<file path="src/rtl/decoding_block.sv">
// Receive-side lane decoder: checks 64b/66b or 128b/132b sync headers and unpacks
// each symbol into one byte per lane per enc_clk; Gen0 bytes pass straight through.
module decoding_block #(
    parameter logic [1:0] HDR2_DATA = 2'b01,
    parameter logic [1:0] HDR2_CTRL = 2'b10,
    parameter logic [3:0] HDR1_DATA = 4'b0101,
    parameter logic [3:0] HDR1_CTRL = 4'b1010
) (
    input  logic         enc_clk,
    input  logic         rst,
    input  logic         enable,
    input  logic [1:0]   gen_speed,
    input  logic [131:0] lane_0_rx_enc,
    input  logic [131:0] lane_1_rx_enc,
    input  logic         enc_valid,
    output logic [7:0]   lane_0_rx,
    output logic [7:0]   lane_1_rx,
    output logic         rx_valid,
    output logic         rx_ctrl,
    output logic         sym_start,
    output logic         hdr_err,
    output logic         overflow
);

    typedef enum logic {IDLE, UNPACK} state_t;

    state_t       state;
    logic [1:0]   spd_reg;
    logic [1:0]   pend_spd;
    logic [3:0]   byte_idx;
    logic         cur_ctrl;
    logic         pend_full;
    logic         pend_ctrl;
    logic [127:0] sh_0, sh_1, pend_0, pend_1;

    logic [1:0] chk;
    logic       cap, cap_ok, gen0_cap, at_last;
    logic       load_new, load_pend, store_pend, drop;

    // Returns {legal, is_ctrl}; both lanes must agree on a legal header.
    function automatic logic [1:0] hdr_chk(input logic [1:0] spd,
                                           input logic [131:0] a,
                                           input logic [131:0] b);
        logic ok, ctrl;
        ok   = 1'b0;
        ctrl = 1'b0;
        if (spd == 2'd2) begin
            ok   = (a[1:0] == b[1:0]) && (a[1:0] == HDR2_DATA || a[1:0] == HDR2_CTRL);
            ctrl = (a[1:0] == HDR2_CTRL);
        end else if (spd == 2'd1) begin
            ok   = (a[3:0] == b[3:0]) && (a[3:0] == HDR1_DATA || a[3:0] == HDR1_CTRL);
            ctrl = (a[3:0] == HDR1_CTRL);
        end
        return {ok, ctrl};
    endfunction

    // Payload right-aligned so byte k always sits at [8k+7:8k].
    function automatic logic [127:0] payload(input logic [1:0] spd, input logic [131:0] a);
        if (spd == 2'd2)
            return {64'd0, a[65:2]};
        return a[131:4];
    endfunction

    always_comb begin
        chk        = hdr_chk(gen_speed, lane_0_rx_enc, lane_1_rx_enc);
        cap        = enable && enc_valid && (gen_speed == 2'd1 || gen_speed == 2'd2);
        cap_ok     = cap && chk[1];
        gen0_cap   = enable && enc_valid && (gen_speed == 2'd0);
        at_last    = (state == UNPACK) && (byte_idx == ((spd_reg == 2'd2) ? 4'd7 : 4'd15));
        load_new   = 1'b0;
        load_pend  = 1'b0;
        store_pend = 1'b0;
        drop       = 1'b0;
        if (!gen0_cap) begin
            if (state == IDLE) begin
                load_new = cap_ok;
            end else if (at_last) begin
                if (pend_full) begin
                    load_pend  = 1'b1;
                    store_pend = cap_ok;
                end else begin
                    load_new = cap_ok;
                end
            end else if (cap_ok) begin
                drop       = pend_full;
                store_pend = !pend_full;
            end
        end
    end

    // Payload storage carries no reset; validity lives in state/pend_full.
    always_ff @(posedge enc_clk) begin
        if (load_new) begin
            sh_0 <= payload(gen_speed, lane_0_rx_enc);
            sh_1 <= payload(gen_speed, lane_1_rx_enc);
        end else if (load_pend) begin
            sh_0 <= pend_0;
            sh_1 <= pend_1;
        end else if (state == UNPACK) begin
            sh_0 <= {8'd0, sh_0[127:8]};
            sh_1 <= {8'd0, sh_1[127:8]};
        end
        if (store_pend) begin
            pend_0 <= payload(gen_speed, lane_0_rx_enc);
            pend_1 <= payload(gen_speed, lane_1_rx_enc);
        end
    end

    always_ff @(posedge enc_clk or negedge rst) begin
        if (!rst) begin
            state     <= IDLE;
            spd_reg   <= 2'd0;
            pend_spd  <= 2'd0;
            byte_idx  <= 4'd0;
            cur_ctrl  <= 1'b0;
            pend_full <= 1'b0;
            pend_ctrl <= 1'b0;
            lane_0_rx <= 8'd0;
            lane_1_rx <= 8'd0;
            rx_valid  <= 1'b0;
            rx_ctrl   <= 1'b0;
            sym_start <= 1'b0;
            hdr_err   <= 1'b0;
            overflow  <= 1'b0;
        end else if (!enable) begin
            state     <= IDLE;
            spd_reg   <= 2'd0;
            pend_spd  <= 2'd0;
            byte_idx  <= 4'd0;
            cur_ctrl  <= 1'b0;
            pend_full <= 1'b0;
            pend_ctrl <= 1'b0;
            lane_0_rx <= 8'd0;
            lane_1_rx <= 8'd0;
            rx_valid  <= 1'b0;
            rx_ctrl   <= 1'b0;
            sym_start <= 1'b0;
            hdr_err   <= 1'b0;
            overflow  <= 1'b0;
        end else begin
            rx_valid  <= 1'b0;
            sym_start <= 1'b0;
            hdr_err   <= cap && !chk[1];
            overflow  <= drop;
            if (gen0_cap) begin
                lane_0_rx <= lane_0_rx_enc[7:0];
                lane_1_rx <= lane_1_rx_enc[7:0];
                rx_valid  <= 1'b1;
                sym_start <= 1'b1;
                rx_ctrl   <= 1'b0;
                pend_full <= 1'b0;
                byte_idx  <= 4'd0;
                state     <= IDLE;
            end else begin
                if (state == UNPACK) begin
                    lane_0_rx <= sh_0[7:0];
                    lane_1_rx <= sh_1[7:0];
                    rx_valid  <= 1'b1;
                    sym_start <= (byte_idx == 4'd0);
                    rx_ctrl   <= cur_ctrl;
                    byte_idx  <= byte_idx + 4'd1;
                end
                if (load_new) begin
                    state    <= UNPACK;
                    spd_reg  <= gen_speed;
                    cur_ctrl <= chk[0];
                    byte_idx <= 4'd0;
                end else if (load_pend) begin
                    state    <= UNPACK;
                    spd_reg  <= pend_spd;
                    cur_ctrl <= pend_ctrl;
                    byte_idx <= 4'd0;
                end else if (at_last) begin
                    state <= IDLE;
                end
                // A symbol arriving on the reload edge takes the slot just vacated.
                if (store_pend) begin
                    pend_full <= 1'b1;
                    pend_spd  <= gen_speed;
                    pend_ctrl <= chk[0];
                end else if (load_pend) begin
                    pend_full <= 1'b0;
                end
            end
        end
    end

endmodule
</file>
<file path="config.mk">
export PLATFORM = sky130hd
export DESIGN_NAME = decoding_block
export DESIGN_NICKNAME = d
export VERILOG_FILES = /design/src/rtl/decoding_block.sv
export SDC_FILE = /design/constraint.sdc
export NUM_CORES = 1
export LEC_CHECK = 0
export CORE_MARGIN = 2
export CORE_UTILIZATION = 40
export CTS_CLUSTER_SIZE = 28
export DETAILED_ROUTE_END_ITERATION = 8
export GPL_ROUTABILITY_DRIVEN = 0
export MAX_ROUTING_LAYER = met4
export PLACE_DENSITY = 0.56
export REMOVE_ABC_BUFFERS = 1
export SETUP_SLACK_MARGIN = 0.3
export SYNTH_ARGS = -nofsm -noshare
export SYNTH_HDL_FRONTEND = slang
export SYNTH_SLANG_ARGS = --single-unit
</file>
<file path="constraint.sdc">
create_clock -name enc_clk -period 51.6 [get_ports enc_clk]
set_input_delay 10.32 -clock enc_clk [delete_from_list [all_inputs] [get_ports enc_clk]]
set_output_delay 10.32 -clock enc_clk [all_outputs]
set_load 0.05 [all_outputs]
</file>
==> results of run 1 <==
-- cells by family (layout without fill, tap and decap cells) --
kind of cell | count (synthesis) | count (layout)
simple gates | 936 | 936
flops | 545 | 545
fa+ha+maj | 7 | 7
buf+inv | 156 | 424
other cells | 0 | 1
compound gates | 305 | 305
xor+xnor | 4 | 4
mux | 132 | 132
-- cell type report --
class	count	area share [%]
antenna	1	0.00846
clock inverter	17	0.292
inverter	9	0.114
timing repair buffer	310	10.4
clock buffer	88	5.63
sequential	545	54.8
tap	782	3.31
multi-input combinational	1384	25.5
-- Yosys cell counts, drive strengths merged (15+ instances only) --
cell      n
a21oi    15
a22o     18
a31oi   243
buf      36
clkbuf  111
dfrtp    33
edfxtp  512
mux2    128
nand2   514
nor2    261
nor2b   131
o21ai    19
-- power by group through the flow --
stage	registers [W]	clock network [W]	logic, W
3_3_place_gp	0.000495	0	0.0000611
6_report	0.000486	0.000388	0.0000609
5_1_grt	0.000486	0.000414	0.0000661
2_1_floorplan	0.000499	0	0.0000265
4_1_cts	0.000486	0.000397	0.0000620
3_5_place_dp	0.000495	0	0.0000618
-- worst min path at each step --
stage | from | endpoint | slack (ns) | depth (start not counted)
6_report | sh_1[7]$_DFFE_PP_ | lane_1_rx[7]$_DFFE_PN0P_ | 0.49 | 2
5_1_grt | sh_1[7]$_DFFE_PP_ | lane_1_rx[7]$_DFFE_PN0P_ | 0.53 | 2
4_1_cts | sh_1[7]$_DFFE_PP_ | lane_1_rx[7]$_DFFE_PN0P_ | 0.50 | 2
3_5_place_dp | sh_1[7]$_DFFE_PP_ | lane_1_rx[7]$_DFFE_PN0P_ | 0.49 | 2
3_3_place_gp | sh_1[7]$_DFFE_PP_ | lane_1_rx[7]$_DFFE_PN0P_ | 0.48 | 2
2_1_floorplan | sh_0[7]$_DFFE_PP_ | lane_0_rx[7]$_DFFE_PN0P_ | 0.46 | 2
-- worst max-delay path: stages --
cell and delay, ns:
clkdlybuf4s50_1 0.47, inv_1 0.16, ha_4 0.64, buf_4 0.72
nand2_1 0.16, nand4b_1 0.13, o21bai_1 0.34, a211o_4 0.72
buf_4 0.92, buf_4 0.89, a31oi_1 0.20
-- layer usage --
metal	vias to the layer above	wire, um
met4	0	737
met3	58	2960
met1	7912	25600
met5	-	0
li1	7895	-
met2	409	25800
-- through the flow --
step	hold WS, ns	cell area [um2]	setup WS [ns]	util, %	total power (W)
after detailed placement	0.487	27800	35.31	46.2	0.000557
after global placement	0.478	27800	35.53	46.2	0.000556
after floorplan	0.459	23700	15.05	-	0.000526
final	0.495	29600	35.99	49.1	0.000934
after CTS	0.501	29600	35.95	49.1	0.000945
after global routing	0.528	29600	35.43	49.1	0.000965
==> flow_metrics.env, run 1 <==
export IMPL_hold_violations=0
export IMPL_synth_compound_area_share_pct=7.97
export IMPL_synthAdderAreaFrac_pct=0.359
export IMPL_use_met1_pct=24.8
export IMPL_antenna_found_initial=3
export IMPL_row_count=90
export IMPL_seqCellArea_mm2=0.0162
export IMPL_use_met3_pct=2.76
export IMPL_cts_max_level=2
export IMPL_synth_top_cell_area_share_pct=63.1
export IMPL_fin_setup_tns_ns=0
export IMPL_skew_ns=0.0156
export IMPL_insertion_delay_ns=0.60
export IMPL_grt_busiest_layer="met2"
export IMPL_io_buffer_count=290
export IMPL_viasPerCell=5.19
export IMPL_syn_to_final_growth_pct=21.3
export IMPL_startpoint="gen_speed[0]"
export IMPL_cts_tree="done"
export IMPL_crit_path_start_kind="input pin"
export IMPL_worstSetupPathType="input pin to register"
export IMPL_intPower_w=0.000738
export IMPL_cts_root_buf="clkbuf_16"
export IMPL_clockBufferDepth=3
export IMPL_die_x_um=251
export IMPL_cp_required_ns=51.89
export IMPL_cts_sinks=545
export IMPL_min_path_type="register to register"
export IMPL_power_density_mw_per_mm2=31.6
export IMPL_dpl_hpwl_mm=33.1
export IMPL_synth_xor_xnor_area_share_pct=0.144
export IMPL_synth_simple_gate_area_share_pct=16.1
export IMPL_slew_viol_final=0
export IMPL_overflow=0
export IMPL_cts_setup_buffers=0
export IMPL_yosys_cell_types_count=41
export IMPL_drt_drc_violations_left=0
export IMPL_avgSynthCellArea_um2=11.7
export IMPL_placed_cells=3030
export IMPL_grt_start_max_net_pins=184
export IMPL_finalCritPeriodShare_pct=30.3
export IMPL_io_pins=291
export IMPL_drt_antenna_violating_nets=0
export IMPL_ys_ff_latch=545
export IMPL_layout_commonest_cell="nand2_1"
export IMPL_drt_pass1_iter_count=7
export IMPL_initial_core_util_pct=40.5
export IMPL_cts_buffers=56
export IMPL_wirelength_mm=55.1
export IMPL_crit_path_end_kind="register"
export IMPL_synth_cell_area_mm2=0.0244
export IMPL_avgRoutedWirePerCell_um=17.6
export IMPL_via_count=16300
export IMPL_synthFlopType="edfxtp_1"
export IMPL_reg2reg_from="spd_reg[1]$_DFFE_PN0P_"
export IMPL_p_leak_nw=10.2
export IMPL_final_setup_viol_count=0
export IMPL_grt_usage_pct=17.9
export IMPL_cp_max_fo=110
export IMPL_synth_top_family_by_area="simple AND/OR/NAND/NOR gates"
export IMPL_pwr_share_comb_pct=6.5
export IMPL_r2r_end="sh_1[112]$_DFFE_PP_"
export IMPL_final_nets=2583
export IMPL_synth_yosys_warnings=0
export IMPL_grt_pass1_vias=16200
export IMPL_tightest_slew_ns=1.11
export IMPL_num_fill_cells=5336
export IMPL_synth_edf_count=512
export IMPL_r2r_cells=7
export IMPL_yosys_mux_area_fraction_pct=6.08
export IMPL_switching_share_pct=21.0
export IMPL_crit_path_end="sh_1[112]$_DFFE_PP_"
export IMPL_sequentialPowerShare_pct=52.0
export IMPL_synth_top_cell_by_area="edfxtp_1"
export IMPL_async_flop_share_pct=6.06
export IMPL_holdBufCountCts=0
export IMPL_cap_violations=0
export IMPL_ys_top_cells_by_area="edfxtp_1, nand2_1, a31oi_1"
export IMPL_cts_resized=0
export IMPL_ff2ff_setup_slack_ns=47.19
export IMPL_clkTransAtPathRegs_ns=0.06
export IMPL_use_met2_pct=28.0
export IMPL_ir_drop_mv=0.0261
export IMPL_netlist_instances=2085
export IMPL_status="completed"
export IMPL_grt_pass1_wl_mm=87.8
export IMPL_p_clk_share_pct=41.5
export IMPL_min_period_ns=15.61
export IMPL_drive_gt1_share_pct=9.99
export IMPL_power_switching_w=0.000196
export IMPL_arrival_ns=15.90
export IMPL_final_cells=3136
export IMPL_multi_input_area_mm2=0.00753
export IMPL_final_cell_mix="nand2_1, edfxtp_1, clkdlybuf4s50_1"
export IMPL_dieArea_mm2=0.0629
export IMPL_die_y_um=251
export IMPL_slew_headroom_pct=26.0
export IMPL_yosysSeqAreaShare_pct=66.5
export IMPL_rsz0062_at_grt="false"
export IMPL_core_mm2=0.0602
export IMPL_initialDrtViolationCount=1214
export IMPL_max_clock_freq_mhz=64.1
Power figures use the tool's default switching activity.
==> run 2, diff against run 1 <==
clock period = 15.1 ns   (was 51.6 ns; I/O delays follow)
==> flow_metrics.env, run 2 (same netlist as run 1, synthesis figures left out) <==
export IMPL_final_setup_viol_count=0
export IMPL_holdCritStartpoint="sh_1[7]$_DFFE_PP_"
export IMPL_avgRoutedWirePerCell_um=17.7
export IMPL_post_route_util_pct=49.2
export IMPL_power_switching_w=0.000685
export IMPL_row_count=90
export IMPL_grt_pass1_vias=16000
export IMPL_cts_setup_buffers=0
export IMPL_dpl_hpwl_mm=33.3
export IMPL_startpoint="gen_speed[0]"
export IMPL_p_leak_nw=10.2
export IMPL_cts_tree="done"
export IMPL_cp_cell_sequence="clkdlybuf4s50_1, inv_1, ha_4, nand2_1, nand4b_1, o21bai_1, a211o_4, buf_4, buf_4, nor2_1, a31oi_1"
export IMPL_io_buffer_count=290
export IMPL_ff2ff_setup_slack_ns=10.72
export IMPL_cap_violations=0
export IMPL_syn_to_final_growth_pct=21.6
export IMPL_viasPerCell=5.21
export IMPL_cts_max_level=2
export IMPL_min_path_type="register to register"
export IMPL_power_density_mw_per_mm2=109
export IMPL_max_clock_freq_mhz=132
export IMPL_die_y_um=251
export IMPL_p_clk_share_pct=42.4
export IMPL_ir_drop_mv=0.0918
export IMPL_finalCritPeriodShare_pct=50.3
export IMPL_crit_path_end_kind="register"
export IMPL_final_cell_mix="nand2_1, edfxtp_1, clkdlybuf4s50_1"
export IMPL_slew_headroom_pct=21.9
export IMPL_cp_max_fo=109
export IMPL_initialDrtViolationCount=1235
export IMPL_hold_violations=0
export IMPL_drt_drc_violations_left=0
export IMPL_dieArea_mm2=0.0629
export IMPL_cts_sinks=545
export IMPL_io_pins=291
export IMPL_layout_commonest_cell="nand2_1"
export IMPL_tightest_slew_ns=1.17
export IMPL_slew_viol_final=0
export IMPL_die_x_um=251
export IMPL_overflow=0
export IMPL_arrival_ns=8.04
export IMPL_r2r_end="sh_0[106]$_DFFE_PP_"
export IMPL_initial_core_util_pct=40.5
export IMPL_via_count=16400
export IMPL_r2r_cells=8
export IMPL_reg2reg_from="spd_reg[1]$_DFFE_PN0P_"
export IMPL_holdBufCountCts=0
export IMPL_min_period_ns=7.59
export IMPL_core_mm2=0.0602
export IMPL_cp_required_ns=15.55
export IMPL_drive_gt1_share_pct=10.0
export IMPL_finalPower_w=0.00324
export IMPL_drt_pass1_iter_count=7
export IMPL_insertion_delay_ns=0.62
export IMPL_cts_resized=0
export IMPL_clockBufferDepth=3
export IMPL_status="completed"
export IMPL_intPower_w=0.00255
export IMPL_grt_pass1_wl_mm=88.5
export IMPL_skew_ns=0.0108
export IMPL_drt_antenna_violating_nets=0
export IMPL_fin_setup_tns_ns=0
export IMPL_antenna_found_initial=1
export IMPL_switching_share_pct=21.1
export IMPL_critical_path_max_stage_delay_ns=0.94
export IMPL_sequentialPowerShare_pct=51.2
export IMPL_cts_root_buf="clkbuf_16"
export IMPL_crit_path_start_kind="input pin"
export IMPL_grt_usage_pct=18.1
export IMPL_wirelength_mm=55.5
export IMPL_worstSetupPathType="input pin to register"
export IMPL_critPathSlowestCell="buf_4"
export IMPL_clkTransAtPathRegs_ns=0.06
export IMPL_final_nets=2584
export IMPL_cts_buffers=57
export IMPL_grt_start_max_net_pins=183
export IMPL_path_common_cell="buf_4"
export IMPL_pwr_share_comb_pct=6.4
export IMPL_rsz0062_at_grt="false"
export IMPL_crit_path_end="sh_0[106]$_DFFE_PP_"
run 2: changes by cell type in the layout (fill, tap and decap cells not counted), sizes merged:
cell	delta
inv	+1
clkinvlp	+1
bufinv	+5
clkbuf	-19
clkinv	+14
run 2: worst max-delay path: cells and delay by family:
| family | cells | cell delay [ns] |
|---|---|---|
| compound gates | 3 | 1.29 |
| fa+ha+maj | 1 | 0.64 |
| buf+inv | 4 | 2.47 |
| simple gates | 3 | 0.46 |
run 2: metrics by stage:
stage	instances	hold slack [ns]	worst slack (ns)	cell area, um2
floorplan	1938	0.459	-14.15	23700
global placement	3030	0.477	7.10	27800
detailed placement	3030	0.488	6.89	27800
CTS	3137	0.503	7.54	29600
global route	3137	0.544	6.96	29600
finish	3138	0.508	7.51	29600
run 2: routing by layer:
metal	up-vias	wire length, um	global-route usage [%]
li1	7903	-	-
met1	8014	25900	25.1
met2	374	25800	28.2
met3	66	3040	2.83
met4	0	746	3.88
met5	-	0	-
run 2: final cells by class:
type	instances	area (um2)
multi-input cells	1384	7530
fillers	5379	30600
clock buffers	69	1490
flip-flops and latches	545	16200
diodes	1	2.50
inverters	9	33.8
clock inverters	38	315
well taps	782	978
repair buffers	310	3080
run 2: power groups by stage:
stage | clock network [W] | registers (W) | logic [W]
floorplan | 0 | 0.00171 | 0.0000906
global placement | 0 | 0.00169 | 0.000209
detailed placement | 0 | 0.00169 | 0.000211
CTS | 0.00140 | 0.00166 | 0.000212
global route | 0.00146 | 0.00166 | 0.000226
finish | 0.00137 | 0.00166 | 0.000208
run 2: worst min path at each step:
| stage | end | slack, ns | cells past startpoint |
|---|---|---|---|
| after CTS | lane_1_rx[7]$_DFFE_PN0P_ | 0.50 | 2 |
| after global routing | rx_ctrl$_DFFE_PN0P_ | 0.54 | 1 |
| after detailed placement | lane_1_rx[7]$_DFFE_PN0P_ | 0.49 | 2 |
| final | lane_1_rx[7]$_DFFE_PN0P_ | 0.51 | 2 |
| after floorplan | lane_0_rx[7]$_DFFE_PN0P_ | 0.46 | 2 |
| after global placement | lane_1_rx[7]$_DFFE_PN0P_ | 0.48 | 2 |
==> run 3, diff against run 2 <==
PLACE_DENSITY = 0.59   (was 0.56)
clock period = 6.2 ns   (was 15.1 ns; I/O delays follow)
==> flow_metrics.env, run 3 (same netlist as run 1, synthesis figures left out) <==
export IMPL_holdBufCountCts=0
export IMPL_drt_antenna_violating_nets=0
export IMPL_hold_violations=0
export IMPL_clkTransAtPathRegs_ns=0.06
export IMPL_cp_required_ns=6.49
export IMPL_insertion_delay_ns=0.61
export IMPL_critical_path_max_stage_delay_ns=0.92
export IMPL_layout_commonest_cell="nand2_1"
export IMPL_avgRoutedWirePerCell_um=17.7
export IMPL_drt_pass1_iter_count=7
export IMPL_intPower_w=0.00623
export IMPL_grt_start_max_net_pins=248
export IMPL_sequentialPowerShare_pct=51.1
export IMPL_power_density_mw_per_mm2=265
export IMPL_cts_resized=0
export IMPL_crit_path_end_kind="register"
export IMPL_drt_drc_violations_left=0
export IMPL_drive_gt1_share_pct=10.2
export IMPL_critPathSlowestCell="buf_4"
export IMPL_die_y_um=251
export IMPL_cts_sinks=545
export IMPL_power_switching_w=0.00168
export IMPL_cts_tree="done"
export IMPL_grt_pass1_vias=16300
export IMPL_skew_ns=0.0183
export IMPL_worst_path_buf_inv=4
export IMPL_final_nets=2588
export IMPL_grt_pass1_wl_mm=88.7
export IMPL_overflow=0
export IMPL_crit_path_start_kind="input pin"
export IMPL_finalCritPeriodShare_pct=64.2
export IMPL_arrival_ns=4.27
export IMPL_num_fill_cells=5340
export IMPL_p_clk_share_pct=42.5
export IMPL_dpl_cell_area_mm2=0.0280
export IMPL_cts_setup_buffers=0
export IMPL_max_clock_freq_mhz=251
export IMPL_finalPower_w=0.00792
export IMPL_antenna_found_initial=3
export IMPL_die_x_um=251
export IMPL_tightest_slew_ns=1.24
export IMPL_rsz0062_at_grt="false"
export IMPL_status="completed"
export IMPL_cp_max_fo=168
export IMPL_initial_core_util_pct=40.5
export IMPL_slew_headroom_pct=17.4
export IMPL_initialDrtViolationCount=1372
export IMPL_grt_usage_pct=18.0
export IMPL_post_route_util_pct=49.5
export IMPL_cts_buffers=59
export IMPL_switching_share_pct=21.3
export IMPL_row_count=90
export IMPL_via_count=16500
export IMPL_fin_setup_tns_ns=0
export IMPL_pwr_share_comb_pct=6.4
export IMPL_io_buffer_count=290
export IMPL_final_setup_viol_count=0
export IMPL_io_pins=291
export IMPL_dpl_hpwl_mm=32.0
export IMPL_worstSetupPathType="input pin to register"
export IMPL_cts_max_level=2
export IMPL_ir_drop_mv=0.191
export IMPL_min_period_ns=3.98
export IMPL_core_mm2=0.0602
export IMPL_final_cell_area_mm2=0.0298
export IMPL_slew_viol_final=0
export IMPL_wirelength_mm=55.7
export IMPL_cp_cell_sequence="clkdlybuf4s50_1, inv_1, ha_4, buf_12, buf_4, mux2_2, nor2_1, a31oi_1"
export IMPL_syn_to_final_growth_pct=22.4
export IMPL_dieArea_mm2=0.0629
export IMPL_cts_root_buf="clkbuf_16"
export IMPL_viasPerCell=5.24
export IMPL_cap_violations=0
export IMPL_clockBufferDepth=3
export IMPL_min_path_type="register to register"
export IMPL_critical_path_top_delay_family="buffers and inverters"
export IMPL_final_cell_mix="nand2_1, edfxtp_1, clkdlybuf4s50_1"
export IMPL_p_leak_nw=10.3
[run 3: per-stage QoR]
| step | cells | worst slack [ns] | hold WS, ns |
|---|---|---|---|
| 3_5_place_dp | 3032 | 1.58 | 0.482 |
| 2_1_floorplan | 1938 | -21.27 | 0.459 |
| 4_1_cts | 3144 | 2.23 | 0.497 |
| 5_1_grt | 3145 | 2.03 | 0.548 |
| 6_report | 3145 | 2.22 | 0.499 |
| 3_3_place_gp | 3032 | 1.62 | 0.476 |
[run 3: area by class of cell]
| class | count | area, um2 | share of cell area (%) |
|---|---|---|---|
| Sequential cell | 545 | 16200 | 54.3 |
| Multi-Input combinational cell | 1384 | 7530 | 25.2 |
| Antenna cell | 1 | 2.50 | 0.00839 |
| Clock inverter | 32 | 236 | 0.793 |
| Tap cell | 782 | 978 | 3.28 |
| Clock buffer | 80 | 1600 | 5.35 |
| Inverter | 9 | 33.8 | 0.113 |
| Timing Repair Buffer | 312 | 3240 | 10.9 |
[run 3: tightest hold or removal path: cells and delay by family, from the launching register on]
| kind | cells | cell delay [ns] |
|---|---|---|
| AOI/OAI and AO/OA | 1 | 0.08 |
| DFF | 1 | 0.33 |
| and+or+nand+nor | 1 | 0.07 |
[run 3: final timing paths]
| kind | from | end | slack [ns] | cells after the start |
|---|---|---|---|---|
| setup reg to reg | spd_reg[0]$_DFFE_PN0P_ | sh_0[80]$_DFFE_PP_ | 3.22 | 7 |
| setup / recovery | gen_speed[0] | sh_0[50]$_DFFE_PP_ | 2.22 | 8 |
| min in group asynchronous | rst | lane_1_rx[7]$_DFFE_PN0P_ | 1.06 | 2 |
| hold reg to reg | sh_1[7]$_DFFE_PP_ | lane_1_rx[7]$_DFFE_PN0P_ | 0.50 | 2 |
| max in group asynchronous | rst | pend_full$_DFFE_PN0P_ | 4.82 | 2 |
| hold / removal | sh_1[7]$_DFFE_PP_ | lane_1_rx[7]$_DFFE_PN0P_ | 0.50 | 2 |
[run 3: metal layers]
layer | track usage [%] | part of all wire, %
met5 | - | 0
met4 | 3.97 | 1.8
met3 | 2.90 | 5.3
met2 | 28.0 | 46
met1 | 24.9 | 47
[run 3: power by group through the flow]
stage                     combinational [W]  sequential [W]  clock [W]
after floorplan                    0.000221         0.00416          0
after global placement             0.000504         0.00412          0
after detailed placement           0.000512         0.00412          0
after CTS                          0.000514         0.00404    0.00346
after global routing               0.000548         0.00404    0.00359
final                              0.000507         0.00404    0.00337
